### src/rtl/mem_access_ctrl_pkg.sv
// Shared types for the MEM-stage access sequencer: mem_func codes, FSM states,
// lane widths and the alignment rule.
package mem_access_ctrl_pkg;

  typedef enum logic [2:0] {
    MF_BS = 3'd0,
    MF_BU = 3'd1,
    MF_HS = 3'd2,
    MF_HU = 3'd3,
    MF_WD = 3'd4,
    MF_WL = 3'd5,
    MF_WR = 3'd6,
    MF_WC = 3'd7
  } memfunc_e;

  typedef enum logic [2:0] {
    S_IDLE,
    S_RD,
    S_RMW_RD,
    S_RMW_WR,
    S_WR,
    S_DONE
  } state_e;

  localparam int unsigned BYTE_W = 8;
  localparam int unsigned HALF_W = 16;

  // WL/WR address the whole word regardless of the low address bits.
  function automatic logic misaligned(input memfunc_e f, input logic [1:0] a);
    logic r;
    r = 1'b0;
    case (f)
      MF_HS, MF_HU: r = a[0];
      MF_WD, MF_WC: r = (a != 2'b00);
      default:      r = 1'b0;
    endcase
    return r;
  endfunction

endpackage

### src/rtl/mem_access_ctrl_lane_merge.sv
// Lane logic: extracts the addressed load lane to bit 0 and merges store data
// into a read word for read-modify-write.
module mem_lane_merge
  import mem_access_ctrl_pkg::*;
(
  input  memfunc_e    func_i,
  input  logic [1:0]  addr_lo_i,
  input  logic [31:0] rdata_i,
  input  logic [31:0] sdata_i,
  output logic [31:0] load_data_o,
  output logic [31:0] merge_data_o
);

  logic [4:0]  byte_sh;
  logic [4:0]  half_sh;
  logic [31:0] byte_mask;
  logic [31:0] half_mask;

  assign byte_sh   = {addr_lo_i, 3'b000};
  assign half_sh   = {addr_lo_i[1], 4'b0000};
  assign byte_mask = {{(32-BYTE_W){1'b0}}, {BYTE_W{1'b1}}};
  assign half_mask = {{(32-HALF_W){1'b0}}, {HALF_W{1'b1}}};

  always_comb begin
    load_data_o  = rdata_i;
    merge_data_o = rdata_i;
    case (func_i)
      MF_BS, MF_BU: begin
        load_data_o  = (rdata_i >> byte_sh) & byte_mask;
        merge_data_o = (rdata_i & ~(byte_mask << byte_sh))
                     | ((sdata_i & byte_mask) << byte_sh);
      end
      MF_HS, MF_HU: begin
        load_data_o  = (rdata_i >> half_sh) & half_mask;
        merge_data_o = (rdata_i & ~(half_mask << half_sh))
                     | ((sdata_i & half_mask) << half_sh);
      end
      MF_WL:   merge_data_o = {sdata_i[31:16], rdata_i[15:0]};
      MF_WR:   merge_data_o = {rdata_i[31:16], sdata_i[15:0]};
      default: ;
    endcase
  end

endmodule

### src/rtl/mem_access_ctrl.sv
// MEM-stage sequencer: turns one load/store request into word-only memory
// transactions, with read-modify-write for partial stores and an ack timeout.
module mem_access_ctrl
  import mem_access_ctrl_pkg::*;
#(
  parameter int unsigned TIMEOUT = 255,
  parameter int unsigned CW      = 8
) (
  input  logic        clock,
  input  logic        reset,
  input  logic        Req,
  input  logic        Write,
  input  logic [2:0]  Memfunc,
  input  logic [31:0] Address,
  input  logic [31:0] StoreData,
  output logic        Stall,
  output logic        Done,
  output logic        Error,
  output logic [31:0] LoadData,
  output logic        mem_req,
  output logic        mem_we,
  output logic [31:0] mem_addr,
  output logic [31:0] mem_wdata,
  input  logic [31:0] mem_rdata,
  input  logic        mem_ack
);

  state_e      state_q, state_d;
  logic [CW-1:0] cnt_q, cnt_d;
  memfunc_e    func_q, func_d;
  logic [1:0]  addr_lo_q, addr_lo_d;
  logic [31:0] sdata_q, sdata_d;
  logic        err_q, err_d;
  logic [31:0] load_q, load_d;
  logic        req_q, req_d;
  logic        we_q, we_d;
  logic [31:0] maddr_q, maddr_d;
  logic [31:0] wdata_q, wdata_d;
  logic [31:0] lane_load;
  logic [31:0] lane_merge;
  memfunc_e    func_in;

  assign func_in = memfunc_e'(Memfunc);

  mem_lane_merge u_lane (
    .func_i       (func_q),
    .addr_lo_i    (addr_lo_q),
    .rdata_i      (mem_rdata),
    .sdata_i      (sdata_q),
    .load_data_o  (lane_load),
    .merge_data_o (lane_merge)
  );

  always_ff @(posedge clock) begin
    if (reset) begin
      state_q   <= S_IDLE;
      cnt_q     <= '0;
      func_q    <= MF_BS;
      addr_lo_q <= '0;
      sdata_q   <= '0;
      err_q     <= 1'b0;
      load_q    <= '0;
      req_q     <= 1'b0;
      we_q      <= 1'b0;
      maddr_q   <= '0;
      wdata_q   <= '0;
    end else begin
      state_q   <= state_d;
      cnt_q     <= cnt_d;
      func_q    <= func_d;
      addr_lo_q <= addr_lo_d;
      sdata_q   <= sdata_d;
      err_q     <= err_d;
      load_q    <= load_d;
      req_q     <= req_d;
      we_q      <= we_d;
      maddr_q   <= maddr_d;
      wdata_q   <= wdata_d;
    end
  end

  always_comb begin
    state_d   = state_q;
    cnt_d     = cnt_q;
    func_d    = func_q;
    addr_lo_d = addr_lo_q;
    sdata_d   = sdata_q;
    err_d     = err_q;
    load_d    = load_q;
    req_d     = req_q;
    we_d      = we_q;
    maddr_d   = maddr_q;
    wdata_d   = wdata_q;
    case (state_q)
      S_IDLE: begin
        if (Req) begin
          func_d    = func_in;
          addr_lo_d = Address[1:0];
          sdata_d   = StoreData;
          maddr_d   = {Address[31:2], 2'b00};
          err_d     = 1'b0;
          cnt_d     = '0;
          if (misaligned(func_in, Address[1:0]) || (Write && func_in == MF_WC)) begin
            err_d   = 1'b1;
            state_d = S_DONE;
          end else if (!Write) begin
            req_d   = 1'b1;
            we_d    = 1'b0;
            state_d = S_RD;
          end else if (func_in == MF_WD) begin
            req_d   = 1'b1;
            we_d    = 1'b1;
            wdata_d = StoreData;
            state_d = S_WR;
          end else begin
            req_d   = 1'b1;
            we_d    = 1'b0;
            state_d = S_RMW_RD;
          end
        end
      end
      S_RD, S_RMW_RD, S_RMW_WR, S_WR: begin
        // req_q is low only in the single idle cycle that opens RMW_WR.
        if (!req_q) begin
          req_d = 1'b1;
          we_d  = 1'b1;
        end else if (mem_ack) begin
          req_d = 1'b0;
          we_d  = 1'b0;
          cnt_d = '0;
          if (state_q == S_RD) begin
            load_d  = lane_load;
            state_d = S_DONE;
          end else if (state_q == S_RMW_RD) begin
            wdata_d = lane_merge;
            state_d = S_RMW_WR;
          end else begin
            state_d = S_DONE;
          end
        end else if (cnt_q == CW'(TIMEOUT - 1)) begin
          req_d   = 1'b0;
          we_d    = 1'b0;
          err_d   = 1'b1;
          state_d = S_DONE;
        end else begin
          cnt_d = cnt_q + 1'b1;
        end
      end
      S_DONE:  state_d = S_IDLE;
      default: state_d = S_IDLE;
    endcase
  end

  assign Done      = (state_q == S_DONE);
  assign Error     = Done & err_q;
  assign Stall     = Req & ~Done;
  assign LoadData  = load_q;
  assign mem_req   = req_q;
  assign mem_we    = we_q;
  assign mem_addr  = maddr_q;
  assign mem_wdata = wdata_q;

endmodule

### config.mk
export PLATFORM = sky130hd
export DESIGN_NAME = mem_access_ctrl
export DESIGN_NICKNAME = d
export VERILOG_FILES = /design/src/rtl/mem_access_ctrl_pkg.sv /design/src/rtl/mem_access_ctrl_lane_merge.sv /design/src/rtl/mem_access_ctrl.sv
export SDC_FILE = /design/constraint.sdc
export NUM_CORES = 1
export LEC_CHECK = 0
export ABC_CLOCK_PERIOD_IN_PS = 5600
export BUFFER_PORTS_ARGS = -buffer_cell sky130_fd_sc_hd__buf_4
export CORE_MARGIN = 1.5
export CORE_UTILIZATION = 40
export DETAILED_ROUTE_END_ITERATION = 16
export GPL_TIMING_DRIVEN = 0
export PLACE_DENSITY_LB_ADDON = 0.3
export SETUP_SLACK_MARGIN = 0.4
export SYNTH_ARGS = -nofsm -noshare
export SYNTH_HDL_FRONTEND = slang
export SYNTH_SLANG_ARGS = --single-unit
### constraint.sdc
create_clock -name clock -period 5.6 [get_ports clock]
set_input_delay 0.56 -clock clock [delete_from_list [all_inputs] [get_ports clock]]
set_output_delay 0.56 -clock clock [all_outputs]
set_load 0.03 [all_outputs]
==> flow_metrics.py <==
metrics = {
    "timing": {
        "slew_violations": 0,
        "timing.slew.headroom_pct": 41.39,
        "fin_tns_setup_ps": 0,
        "finalClockSkew_ps": 8.111,
        "rsz0062_at_grt": "no",
        "setup_slack_ps": 3439,
        "timing.final.crit_share_pct": 38.58,
        "hold_viol": 0,
        "fmax_mhz": 462.8,
        "worst_pin_slew_ps": 879.1,
        "setup_viol": 0,
        "fin_crit_ps": 2161,
    },
    "clocking": {
        "ctsResizeCount": 0,
        "cts-root-buf": "clkbuf_16",
        "cts_tree": "yes",
        "clk_path_buf_depth": 2,
        "clk_pin_slew_ps": 60,
        "cts_inserted_buffers": 17,
        "worstSkewPairLatency_ps": 430,
        "post_cts_buffers": 0,
        "htree_num_levels": 4,
        "cts_num_sinks": 145,
        "cts_hold_buf": 0,
    },
    "floorplanning": {
        "die_h_um": 132.5,
        "std_cell_rows": 47,
        "core_sq_um": 16470,
        "boundaryPins": 205,
        "initial_utilization_pct": 40.75,
        "die-area_sq_um": 17560,
        "die_x_um": 132.5,
    },
    "grt": {
        "grt-ovfl-total": 0,
        "grt_pass1_wl_um": 36850,
        "grt_start_max_net_pins": 17,
        "grt_use_total_pct": 26.80,
        "antenna_found_initial": 0,
        "grt_pass1_vias": 6884,
    },
    "setup_path": {
        "path_max_fanout": 10,
        "crit_family": "buffers and inverters",
        "r2r_setup_slack_ps": 3440,
        "regToRegStartpoint": "state_q[0]",
        "critical_path_class": "flip-flop to flip-flop",
        "worstSetupStartpointType": "flip-flop",
        "cpPeakStageDelay_ps": 580,
        "worstPathCellList": "buf_4 -> nor3_2 -> nand2_1 -> clkbuf_1 -> clkbuf_1 -> nand2_1 -> a21oi_1",
        "rr_endpoint": "mem_addr[16]",
        "required_ps": 5950,
        "cp.buffers_inverters": 3,
        "worstSetupEndpointType": "flip-flop",
        "slowest_stage": "clkbuf_1",
        "cp_data_arrival_time_ps": 2520,
        "ff2ff_path_depth": 7,
    },
    "synth": {
        "synth_ff_type": "dfxtp_1",
        "syn_avg_cell_area_sq_um": 8.007,
        "synthCells": 838,
        "synth_seq_cells": 145,
        "ys_seq_area_share_pct": 43.26,
        "synth-edff-count": 0,
        "yosys.area.top_type": "dfxtp_1",
        "synth_top_area_share_pct": 43.26,
        "synth_area_leaders": "dfxtp_1, nand2_1, a21oi_1",
        "synthArstFlopShare_pct": 0,
        "ys_types": 62,
        "yosysWarningCount": 0,
        "synthesis.area_sq_um": 6710,
    },
    "run_status": {
        "status": "finished clean",
    },
    "place": {
        "pre_cts_ws_ps": 3220,
        "port_buffers": 199,
        "place_area_sq_um": 8483,
        "gp_congestion": 0.9246,
        "place_hpwl_um": 17520,
    },
    "finish": {
        "syn_to_final_growth_pct": 36.01,
        "n_antenna_cell": 0,
        "final_cell_mix": "buf_4, nand2_1, dfxtp_1",
        "final_common_cell": "buf_4",
        "final_nets": 1163,
        "final_area_sq_um": 9126,
        "drive_gt1_share_pct": 26.29,
    },
    "power_and_ir_drop": {
        "p_per_area_nw_per_um2": 436.7,
        "total_power_mw": 3.986,
        "ir_drop_v": 0.0002413,
        "leakage_nw": 3.770,
    },
    "route": {
        "wire_per_inst_um": 18.40,
        "drt_iter0_drc": 698,
        "ant_nets": 0,
        "vias_per_cell": 5.584,
        "routed_wl_um": 23720,
        "firstDrtPassIters": 7,
        "drc": 0,
        "via_count": 7198,
    },
    "hold_path": {
        "min_path_cells": 3,
        "min_to": "mem_addr[26]",
        "hold_class": "primary input to flip-flop",
        "worstHoldStart": "Address[26]",
    },
    "flow_run": {
        "cap_viol_max_count": 0,
    },
}
-- cell type report --
type                       instances  area [sq um]
multi-input combinational        615          3467
clock inverter                    10         182.7
tap                              220         275.3
fill                            1606          7340
buffer                            74         325.3
timing repair buffer             199          1494
clock buffer                      21         460.4
inverter                           5         18.77
sequential                       145          2903
-- power by group --
part           switching, mW  total (mW)  internal, mW
clock network          0.446        1.26         0.811
logic                  0.967        1.46         0.495
registers              0.103        1.27          1.16
-- Yosys cell counts, types with 7 or more instances --
| cell type | instances |
|---|---|
| nand2_1 | 173 |
| dfxtp_1 | 145 |
| a21oi_1 | 123 |
| nor2_1 | 59 |
| clkbuf_1 | 43 |
| a22o_1 | 33 |
| buf_2 | 23 |
| nand3_1 | 20 |
| nor3_1 | 16 |
| o21ai_0 | 14 |
| nor2b_1 | 13 |
| a211oi_1 | 11 |
| a21o_1 | 10 |
| a31oi_1 | 10 |
| a221oi_1 | 9 |
| a222oi_1 | 9 |
| mux2i_1 | 9 |
| a32oi_1 | 8 |
| or2_2 | 8 |
| a221o_1 | 7 |
| a22oi_1 | 7 |
| mux2_2 | 7 |
| o2bb2ai_1 | 7 |
-- worst min-delay path: cells and delay by family --
kind	cells	cell delay, ps
buffers and inverters	1	110
AO/OA/AOI/OAI	1	50
AND/OR/NAND/NOR	1	40
-- worst max path at each step --
stage / startpoint / end / slack [ps] / cells past startpoint
floorplan: mem_ack / LoadData[13] / 3670 / 7
global placement: Memfunc[1] / mem_wdata[8] / 3220 / 7
finish: state_q[0] / mem_addr[16] / 3440 / 7
CTS: func_q[2] / mem_wdata[5] / 3470 / 6
global route: state_q[0] / mem_addr[16] / 3230 / 7
detailed placement: Memfunc[1] / mem_wdata[30] / 3220 / 7
-- registers in the layout, indices dropped and copies added, names as in the netlist, 2 cells and up --
register,flops
sdata_q,32
cnt_q,8
state_q,3
addr_lo_q,2
func_q,3
LoadData,32
mem_wdata,32
mem_addr,30
-- cell families (layout without fill, tap and decap cells) --
family | after synthesis | in the layout | share of synthesized area, %
adder cells (fa/ha/maj) | 2 | 2 | 0.3729
XOR/XNOR | 4 | 4 | 0.5222
flip-flops | 145 | 145 | 43.26
other | 1 | 2 | 0.05589
AO/OA/AOI/OAI | 269 | 269 | 26.83
multiplexers | 16 | 16 | 2.517
AND/OR/NAND/NOR | 322 | 322 | 21.31
buffers and inverters | 79 | 309 | 5.128
-- metal layers --
metal / vias up / wire [um] / GRT usage [%]
met5: - / 0 / 0
met4: 0 / 726 / 10.50
met3: 60 / 2358 / 8.008
met2: 329 / 10770 / 42.50
met1: 3367 / 9866 / 34.29
li1: 3442 / - / -
-- metrics by stage --
stage / std cells / utilization [%] / hold slack (ps)
3_3_place_gp: 1258 / 51.52 / 439.7
6_report: 1289 / 55.43 / 374.7
4_1_cts: 1289 / 55.43 / 369.1
2_1_floorplan: 839 / - / 436.0
5_1_grt: 1289 / 55.43 / 378.7
3_5_place_dp: 1258 / 51.52 / 444.2
No activity file was read; power rests on OpenSTA's default activity.
